**src/rtl/uart_tx_pkg.sv**
```systemverilog
// uart_tx_pkg -- shared types for the UART transmit frame engine.
// Rev 1.0
`default_nettype none

package uart_tx_pkg;

    typedef enum logic [2:0] {
        TX_IDLE   = 3'd0,
        TX_START  = 3'd1,
        TX_DATA   = 3'd2,
        TX_PARITY = 3'd3,
        TX_STOP1  = 3'd4,
        TX_STOP2  = 3'd5
    } tx_state_e;

    typedef enum logic {
        PAR_EVEN = 1'b0,
        PAR_ODD  = 1'b1
    } par_typ_e;

    typedef enum logic [1:0] {
        SEL_STOP  = 2'd0,
        SEL_START = 2'd1,
        SEL_DATA  = 2'd2,
        SEL_PAR   = 2'd3
    } tx_sel_e;

    // Which source drives the line while in a given state (idle shares the stop level).
    function automatic tx_sel_e line_sel(input logic [2:0] st);
        case (st)
            TX_START:  return SEL_START;
            TX_DATA:   return SEL_DATA;
            TX_PARITY: return SEL_PAR;
            default:   return SEL_STOP;
        endcase
    endfunction

endpackage

`default_nettype wire

```
**src/rtl/uart_tx_frame_engine_if.sv**
```systemverilog
// uart_tx_frame_engine_if -- word handshake, frame config and line outputs.
// Rev 1.0
`default_nettype none

interface uart_tx_frame_engine_if #(
    parameter int DATA_WIDTH = 8,
    parameter int PRESC_W    = 6
);
    logic [DATA_WIDTH-1:0] P_DATA;
    logic                  Data_Valid;
    logic                  PAR_EN;
    logic                  PAR_TYP;
    logic                  STOP2;
    logic [PRESC_W-1:0]    Prescale;
    logic                  Data_Ack;
    logic                  TX_OUT;
    logic                  busy;

    modport master (
        output P_DATA, Data_Valid, PAR_EN, PAR_TYP, STOP2, Prescale,
        input  Data_Ack, TX_OUT, busy
    );

    modport slave (
        input  P_DATA, Data_Valid, PAR_EN, PAR_TYP, STOP2, Prescale,
        output Data_Ack, TX_OUT, busy
    );
endinterface

`default_nettype wire

```
**src/rtl/uart_tx_bit_timer.sv**
```systemverilog
// uart_tx_bit_timer -- counts 0..P-1 per bit, P = max(Prescale,1); flags the last cycle.
// Rev 1.0
`default_nettype none

module uart_tx_bit_timer #(
    parameter int PRESC_W = 6
) (
    input  logic               CLK,
    input  logic               RST,
    input  logic               clear,
    input  logic [PRESC_W-1:0] Prescale,
    output logic               bit_end
);
    logic [PRESC_W-1:0] count;
    logic [PRESC_W-1:0] last;

    assign last    = (Prescale == '0) ? '0 : Prescale - PRESC_W'(1);
    assign bit_end = (count == last);

    always_ff @(posedge CLK) begin
        if (RST || clear || bit_end) begin
            count <= '0;
        end else begin
            count <= count + PRESC_W'(1);
        end
    end
endmodule

`default_nettype wire

```
**src/rtl/uart_tx_frame_engine.sv**
```systemverilog
// uart_tx_frame_engine -- start, LSB-first data, optional parity, 1/2 stop bits; back-to-back capable.
// Rev 1.0
`default_nettype none

module uart_tx_frame_engine
    import uart_tx_pkg::*;
#(
    parameter int DATA_WIDTH = 8,
    parameter int PRESC_W    = 6
) (
    input  logic                  CLK,
    input  logic                  RST,
    uart_tx_frame_engine_if.slave bus
);
    localparam int               IDX_W    = (DATA_WIDTH > 1) ? $clog2(DATA_WIDTH) : 1;
    localparam logic [IDX_W-1:0] LAST_IDX = IDX_W'(DATA_WIDTH - 1);

    localparam logic [2:0] S_IDLE   = TX_IDLE;
    localparam logic [2:0] S_START  = TX_START;
    localparam logic [2:0] S_DATA   = TX_DATA;
    localparam logic [2:0] S_PARITY = TX_PARITY;
    localparam logic [2:0] S_STOP1  = TX_STOP1;
    localparam logic [2:0] S_STOP2  = TX_STOP2;

    logic [2:0]            state, state_nxt;
    logic [IDX_W-1:0]      idx, idx_nxt;
    logic [DATA_WIDTH-1:0] data_q, data_nxt;
    logic [PRESC_W-1:0]    presc_q, presc_nxt;
    logic                  par_en_q, par_en_nxt;
    logic                  par_typ_q, par_typ_nxt;
    logic                  stop2_q, stop2_nxt;
    logic                  tx_q, tx_nxt;
    logic                  busy_q;
    logic                  bit_end, frame_end, accept, par_bit, timer_clear;
    tx_sel_e               sel;

    assign frame_end   = bit_end && ((state == S_STOP2) || (state == S_STOP1 && !stop2_q));
    assign accept      = !RST && bus.Data_Valid && ((state == S_IDLE) || frame_end);
    assign timer_clear = accept || (state == S_IDLE);

    uart_tx_bit_timer #(.PRESC_W(PRESC_W)) u_timer (
        .CLK      (CLK),
        .RST      (RST),
        .clear    (timer_clear),
        .Prescale (presc_q),
        .bit_end  (bit_end)
    );

    always_comb begin
        state_nxt   = state;
        idx_nxt     = idx;
        data_nxt    = data_q;
        presc_nxt   = presc_q;
        par_en_nxt  = par_en_q;
        par_typ_nxt = par_typ_q;
        stop2_nxt   = stop2_q;

        if (bit_end) begin
            case (state)
                S_START:  begin state_nxt = S_DATA; idx_nxt = '0; end
                S_DATA: begin
                    if (idx == LAST_IDX) state_nxt = par_en_q ? S_PARITY : S_STOP1;
                    else                 idx_nxt   = idx + IDX_W'(1);
                end
                S_PARITY: state_nxt = S_STOP1;
                S_STOP1:  state_nxt = stop2_q ? S_STOP2 : S_IDLE;
                S_STOP2:  state_nxt = S_IDLE;
                default:  state_nxt = S_IDLE;
            endcase
        end

        // A new word may be taken in idle or in the final stop cycle, giving zero idle gap.
        if (accept) begin
            state_nxt   = S_START;
            idx_nxt     = '0;
            data_nxt    = bus.P_DATA;
            presc_nxt   = bus.Prescale;
            par_en_nxt  = bus.PAR_EN;
            par_typ_nxt = bus.PAR_TYP;
            stop2_nxt   = bus.STOP2;
        end

        par_bit = (^data_nxt) ^ (par_typ_nxt == PAR_ODD);
        sel     = line_sel(state_nxt);
        case (sel)
            SEL_START: tx_nxt = 1'b0;
            SEL_DATA:  tx_nxt = data_nxt[idx_nxt];
            SEL_PAR:   tx_nxt = par_bit;
            default:   tx_nxt = 1'b1;
        endcase
    end

    always_ff @(posedge CLK) begin
        if (RST) begin
            state     <= S_IDLE;
            idx       <= '0;
            data_q    <= '0;
            presc_q   <= '0;
            par_en_q  <= 1'b0;
            par_typ_q <= 1'b0;
            stop2_q   <= 1'b0;
            tx_q      <= 1'b1;
            busy_q    <= 1'b0;
        end else begin
            state     <= state_nxt;
            idx       <= idx_nxt;
            data_q    <= data_nxt;
            presc_q   <= presc_nxt;
            par_en_q  <= par_en_nxt;
            par_typ_q <= par_typ_nxt;
            stop2_q   <= stop2_nxt;
            tx_q      <= tx_nxt;
            busy_q    <= (state_nxt != S_IDLE);
        end
    end

    assign bus.Data_Ack = accept;
    assign bus.TX_OUT   = tx_q;
    assign bus.busy     = busy_q;
endmodule

`default_nettype wire
```
**src/flat_wrapper.sv**
```systemverilog
// flat-port wrapper written by rule: the top's interface ports become plain ports
module uart_tx_frame_engine_flat import uart_tx_pkg::*;
#(
    parameter int DATA_WIDTH = 8,
    parameter int PRESC_W    = 6
)
  (CLK, RST, bus_P_DATA, bus_Data_Valid, bus_PAR_EN, bus_PAR_TYP, bus_STOP2, bus_Prescale, bus_Data_Ack, bus_TX_OUT, bus_busy);
  uart_tx_frame_engine_if #(.DATA_WIDTH(DATA_WIDTH), .PRESC_W(PRESC_W)) bus_i ();
  input  logic CLK;
  input  logic RST;
  input wire logic [$bits(bus_i.P_DATA)-1:0] bus_P_DATA;
  input wire logic [$bits(bus_i.Data_Valid)-1:0] bus_Data_Valid;
  input wire logic [$bits(bus_i.PAR_EN)-1:0] bus_PAR_EN;
  input wire logic [$bits(bus_i.PAR_TYP)-1:0] bus_PAR_TYP;
  input wire logic [$bits(bus_i.STOP2)-1:0] bus_STOP2;
  input wire logic [$bits(bus_i.Prescale)-1:0] bus_Prescale;
  output wire logic [$bits(bus_i.Data_Ack)-1:0] bus_Data_Ack;
  output wire logic [$bits(bus_i.TX_OUT)-1:0] bus_TX_OUT;
  output wire logic [$bits(bus_i.busy)-1:0] bus_busy;
  assign bus_i.P_DATA = bus_P_DATA;
  assign bus_i.Data_Valid = bus_Data_Valid;
  assign bus_i.PAR_EN = bus_PAR_EN;
  assign bus_i.PAR_TYP = bus_PAR_TYP;
  assign bus_i.STOP2 = bus_STOP2;
  assign bus_i.Prescale = bus_Prescale;
  assign bus_Data_Ack = bus_i.Data_Ack;
  assign bus_TX_OUT = bus_i.TX_OUT;
  assign bus_busy = bus_i.busy;
  uart_tx_frame_engine #(.DATA_WIDTH(DATA_WIDTH), .PRESC_W(PRESC_W)) u_core (.CLK(CLK), .RST(RST), .bus(bus_i));
endmodule
```
**config.mk**
```make
export PLATFORM = sky130hd
export DESIGN_NAME = uart_tx_frame_engine_flat
export DESIGN_NICKNAME = d
export VERILOG_FILES = /design/src/rtl/uart_tx_pkg.sv /design/src/rtl/uart_tx_frame_engine_if.sv /design/src/rtl/uart_tx_bit_timer.sv /design/src/rtl/uart_tx_frame_engine.sv /design/src/flat_wrapper.sv
export SDC_FILE = /design/constraint.sdc
export NUM_CORES = 1
export LEC_CHECK = 0
export CAP_MARGIN = 20
export CORE_ASPECT_RATIO = 0.5
export CORE_UTILIZATION = 41
export CTS_CLUSTER_SIZE = 20
export DETAILED_ROUTE_END_ITERATION = 8
export SYNTH_ARGS = -nofsm -noshare
export SYNTH_HDL_FRONTEND = slang
export SYNTH_SLANG_ARGS = --single-unit
```
**constraint.sdc**
```tcl
create_clock -name CLK -period 3.35 [get_ports CLK]
set_input_delay 0.335 -clock CLK [delete_from_list [all_inputs] [get_ports CLK]]
set_output_delay 0.335 -clock CLK [all_outputs]
set_load 0.1 [all_outputs]
```
==> results.txt, run 1 <==
result of the run: completed
data required time of the critical path: 3.01 ns
Die Outline Area: 4810 um2
final antenna diode count: 0
ys flop type: sky130_fd_sc_hd__dfxtp_1
number of filler cells placed in the layout: 399
number of distinct standard cells referenced by the synthesized netlist: 57
maximum clock skew at final layout: 0.00592 ns
number of antenna violations at the first check in global routing: 0
number of hold buffers added after CTS: 0
final hold viol count: 0
Worst Tran Pin Value: 0.962 ns
fraction of final layout cells with drive strength greater than 1: 12.1%
class of the tightest hold or removal check: flop to flop
Avg Synthesized Cell Area: 8.71 um2
share of total power in combinational logic: 35.6%
CP Max Fanout: 10
nature of the critical path startpoint: flop
maximum frequency from static timing analysis: 0.317 GHz
register-to-register setup slack: 0.32 ns
area of the multi-input gates: 1140 um2
Crit path arrival time: 2.82 ns
initial standard-cell utilization of the core: 45.2%
count of pins over their slew limit: 0
total of buffers placed on input and output ports: 22
iteration count of the initial detailed-routing pass: 4
most used cells in the layout excluding fill and tap cells: 34 x sky130_fd_sc_hd__nor2_1, 30 x sky130_fd_sc_hd__dfxtp_1, 21 x sky130_fd_sc_hd__clkdlybuf4s50_1
post-DP HPWL: 2.94 mm
Bufs on Longest Clock Path: 2
IR drop worst, VDD: 0.208 mV
portion of total power attributed to sequential cells: 38.7%
clock tree sinks: 31
Finish-stage setup viols: 0
cell area after synthesis: 1850 um2
number of placed I/O pins: 23
Synth area leader: sky130_fd_sc_hd__dfxtp_1
DRC: 0
buffer type at the clock tree root: sky130_fd_sc_hd__clkbuf_8
Area Growth Syn to Fin: 19.0%
share of the clock period used by the worst path: 94.3%
clock tree from TritonCTS: done
first-iteration detailed-routing DRC count: 54
number of global-route vias before repair: 1406
clock buffers created by TritonCTS: 5
design internal power: 0.740 mW
detailed-route wire length per cell: 14.2 um
relative contribution of the clock network to total power: 25.7%
maximum number of pins on one net before global-route repair: 28
worst max-slew margin expressed relative to the limit: 35.7%
Die X-Extent: 97.1 um
net switching component of the power: 0.420 mW
number of standard cells after synthesis: 213
first-pass GRT wire length: 6.69 mm
clock-pin slew on the worst setup and hold paths: 0.07 ns
detailed-route via count: 1612
leakage power total: 0.851 nW
number of post-CTS setup repair buffers: 0
share of the synthesized area in the top cell type: 33.5%
most common cell after layout, fill and taps aside: sky130_fd_sc_hd__nor2_1
Crit Path Class: flop to output pin
overflow left after global routing: 0
Cell Pwr Density: 526 nW/um2
Total Nets Final: 254
Sequential Area: 622 um2
flop and latch count out of synthesis: 31
sum of negative setup slack: 0 ns
post-synthesis sequential area ratio: 33.5%
total routing usage reported by global routing: 17.7%
number of flops mapped to enable cells by yosys: 0
Yosys warning total: 0
post-detailed-routing wire length: 4.04 mm
# Max-Cap Violations: 0
final core utilization: 53.8%
Max H-tree Level: 2
post-DR vias/cell: 5.66
Setup crit end kind: output pin
proportion of register bits with asynchronous set or reset after synthesis: 0%
DRT antenna net count: 0
post-synth net total: 236
largest cells by area after synthesis: sky130_fd_sc_hd__dfxtp_1 33%, sky130_fd_sc_hd__mux2i_1 9.7%, sky130_fd_sc_hd__nor2_1 6.9%, sky130_fd_sc_hd__xnor2_1 5.2%, sky130_fd_sc_hd__a32oi_1 2.8%
area of the core: 4100 um2
final critical delay including setup and external delays: 3.16 ns
die height: 49.6 um
placement row count: 16
worst-skew pair later-pin latency: 0.28 ns
weighted congestion reported at the end of routability-driven placement: 0.859
fraction of power spent switching nets: 36.2%
kinds of logic (layout without fill, tap and decap cells):
group | Yosys count | after routing | share of synthesized area (%)
and+or+nand+nor | 77 | 77 | 21.8
AOI/OAI and AO/OA | 47 | 47 | 20.4
DFF | 31 | 31 | 33.5
buffers and inverters | 23 | 41 | 6.01
muxes | 18 | 18 | 9.72
xor gates and xnor gates | 14 | 14 | 6.61
adders and majority gates | 3 | 3 | 2.02
metrics by stage:
| step | cells | hold WS, ns | power, mW | instance area, um2 | setup slack [ns] |
|---|---|---|---|---|---|
| 6_report | 285 | 0.518 | 1.16 | 2210 | 0.192 |
| 5_1_grt | 285 | 0.537 | 1.23 | 2210 | -0.00168 |
| 4_1_cts | 285 | 0.512 | 1.16 | 2190 | 0.0570 |
| 3_5_place_dp | 278 | 0.496 | 0.857 | 2100 | 0.250 |
| 3_3_place_gp | 278 | 0.499 | 0.856 | 2100 | 0.425 |
| 2_1_floorplan | 213 | 0.457 | 0.764 | 1850 | 0.348 |
power groups by stage:
stage,clock (mW),sequential [mW],combinational (mW)
after detailed placement,0,0.454,0.403
after floorplan,0,0.475,0.289
final,0.298,0.448,0.413
after global routing,0.326,0.454,0.448
after global placement,0,0.454,0.402
after CTS,0.309,0.446,0.405
state kept, by name, indices dropped and copies added (netlist names):
| register | flops |
|---|---|
| u_core.bus.busy | 1 |
| u_core.par_en_q | 1 |
| u_core.u_timer.count | 6 |
| u_core.presc_q | 6 |
| u_core.par_typ_q | 1 |
| u_core.idx | 3 |
| u_core.state | 3 |
| u_core.data_q | 8 |
| u_core.bus.TX_OUT | 1 |
| u_core.stop2_q | 1 |
worst max-delay path, stage by stage, from the launching register on:
cell                       delay, ns
sky130_fd_sc_hd__dfxtp_2        0.40
sky130_fd_sc_hd__inv_1          0.06
sky130_fd_sc_hd__ha_1           0.29
sky130_fd_sc_hd__nor4b_4        0.18
sky130_fd_sc_hd__o32a_1         0.37
sky130_fd_sc_hd__a221oi_2       0.28
sky130_fd_sc_hd__and4_1         0.25
sky130_fd_sc_hd__a31oi_1        0.07
sky130_fd_sc_hd__or2_1          0.25
sky130_fd_sc_hd__clkinv_2       0.19
sky130_fd_sc_hd__buf_12         0.21
routing by layer:
metal,wire length [um],global-route usage (%),up-vias
met5,0,0,-
met4,47,5.97,0
met3,217,5.96,9
met2,1680,25.9,46
met1,2100,24.4,742
li1,-,-,815
layout make-up:
class,instances,area share (%)
Multi-Input combinational cell,159,51.7
Sequential cell,31,28.2
Timing Repair Buffer,25,11.5
Clock buffer,6,3.74
Tap cell,54,3.06
Inverter,9,1.59
Clock inverter,1,0.227
worst paths after layout:
kind / from / end / cells after the start
setup / recovery: u_core.presc_q[0] / bus_Data_Ack / 10
setup reg to reg: u_core.presc_q[0] / u_core.bus.TX_OUT / 11
hold reg to reg: u_core.u_timer.count[0] / u_core.u_timer.count[0] / 1
hold / removal: u_core.u_timer.count[0] / u_core.u_timer.count[0] / 1
cells in the mapped netlist, types with 3 or more instances:
cell / n
sky130_fd_sc_hd__a211oi_1: 4
sky130_fd_sc_hd__a21oi_1: 3
sky130_fd_sc_hd__a31oi_1: 4
sky130_fd_sc_hd__a32oi_1: 6
sky130_fd_sc_hd__and2_1: 3
sky130_fd_sc_hd__buf_2: 4
sky130_fd_sc_hd__clkbuf_1: 6
sky130_fd_sc_hd__dfxtp_1: 31
sky130_fd_sc_hd__ha_1: 3
sky130_fd_sc_hd__inv_1: 8
sky130_fd_sc_hd__mux2i_1: 18
sky130_fd_sc_hd__nand2_1: 4
sky130_fd_sc_hd__nand3_1: 6
sky130_fd_sc_hd__nor2_1: 34
sky130_fd_sc_hd__nor2b_1: 4
sky130_fd_sc_hd__nor3_1: 5
sky130_fd_sc_hd__o21ai_0: 9
sky130_fd_sc_hd__xnor2_1: 11
sky130_fd_sc_hd__xor2_1: 3
what timing repair did:
item,4_1_cts,5_1_grt
gates resized for setup,0,4
hold endpoints to repair,0,0
endpoints found under the setup margin,0,2
No activity file was read; power rests on OpenSTA's default activity.
==> inputs of run 2 (changes only) <==
Settings changed: SLEW_MARGIN set to 20.
==> results of run 2 <==
Final layout, timing and power as in run 1 (identical DEF).
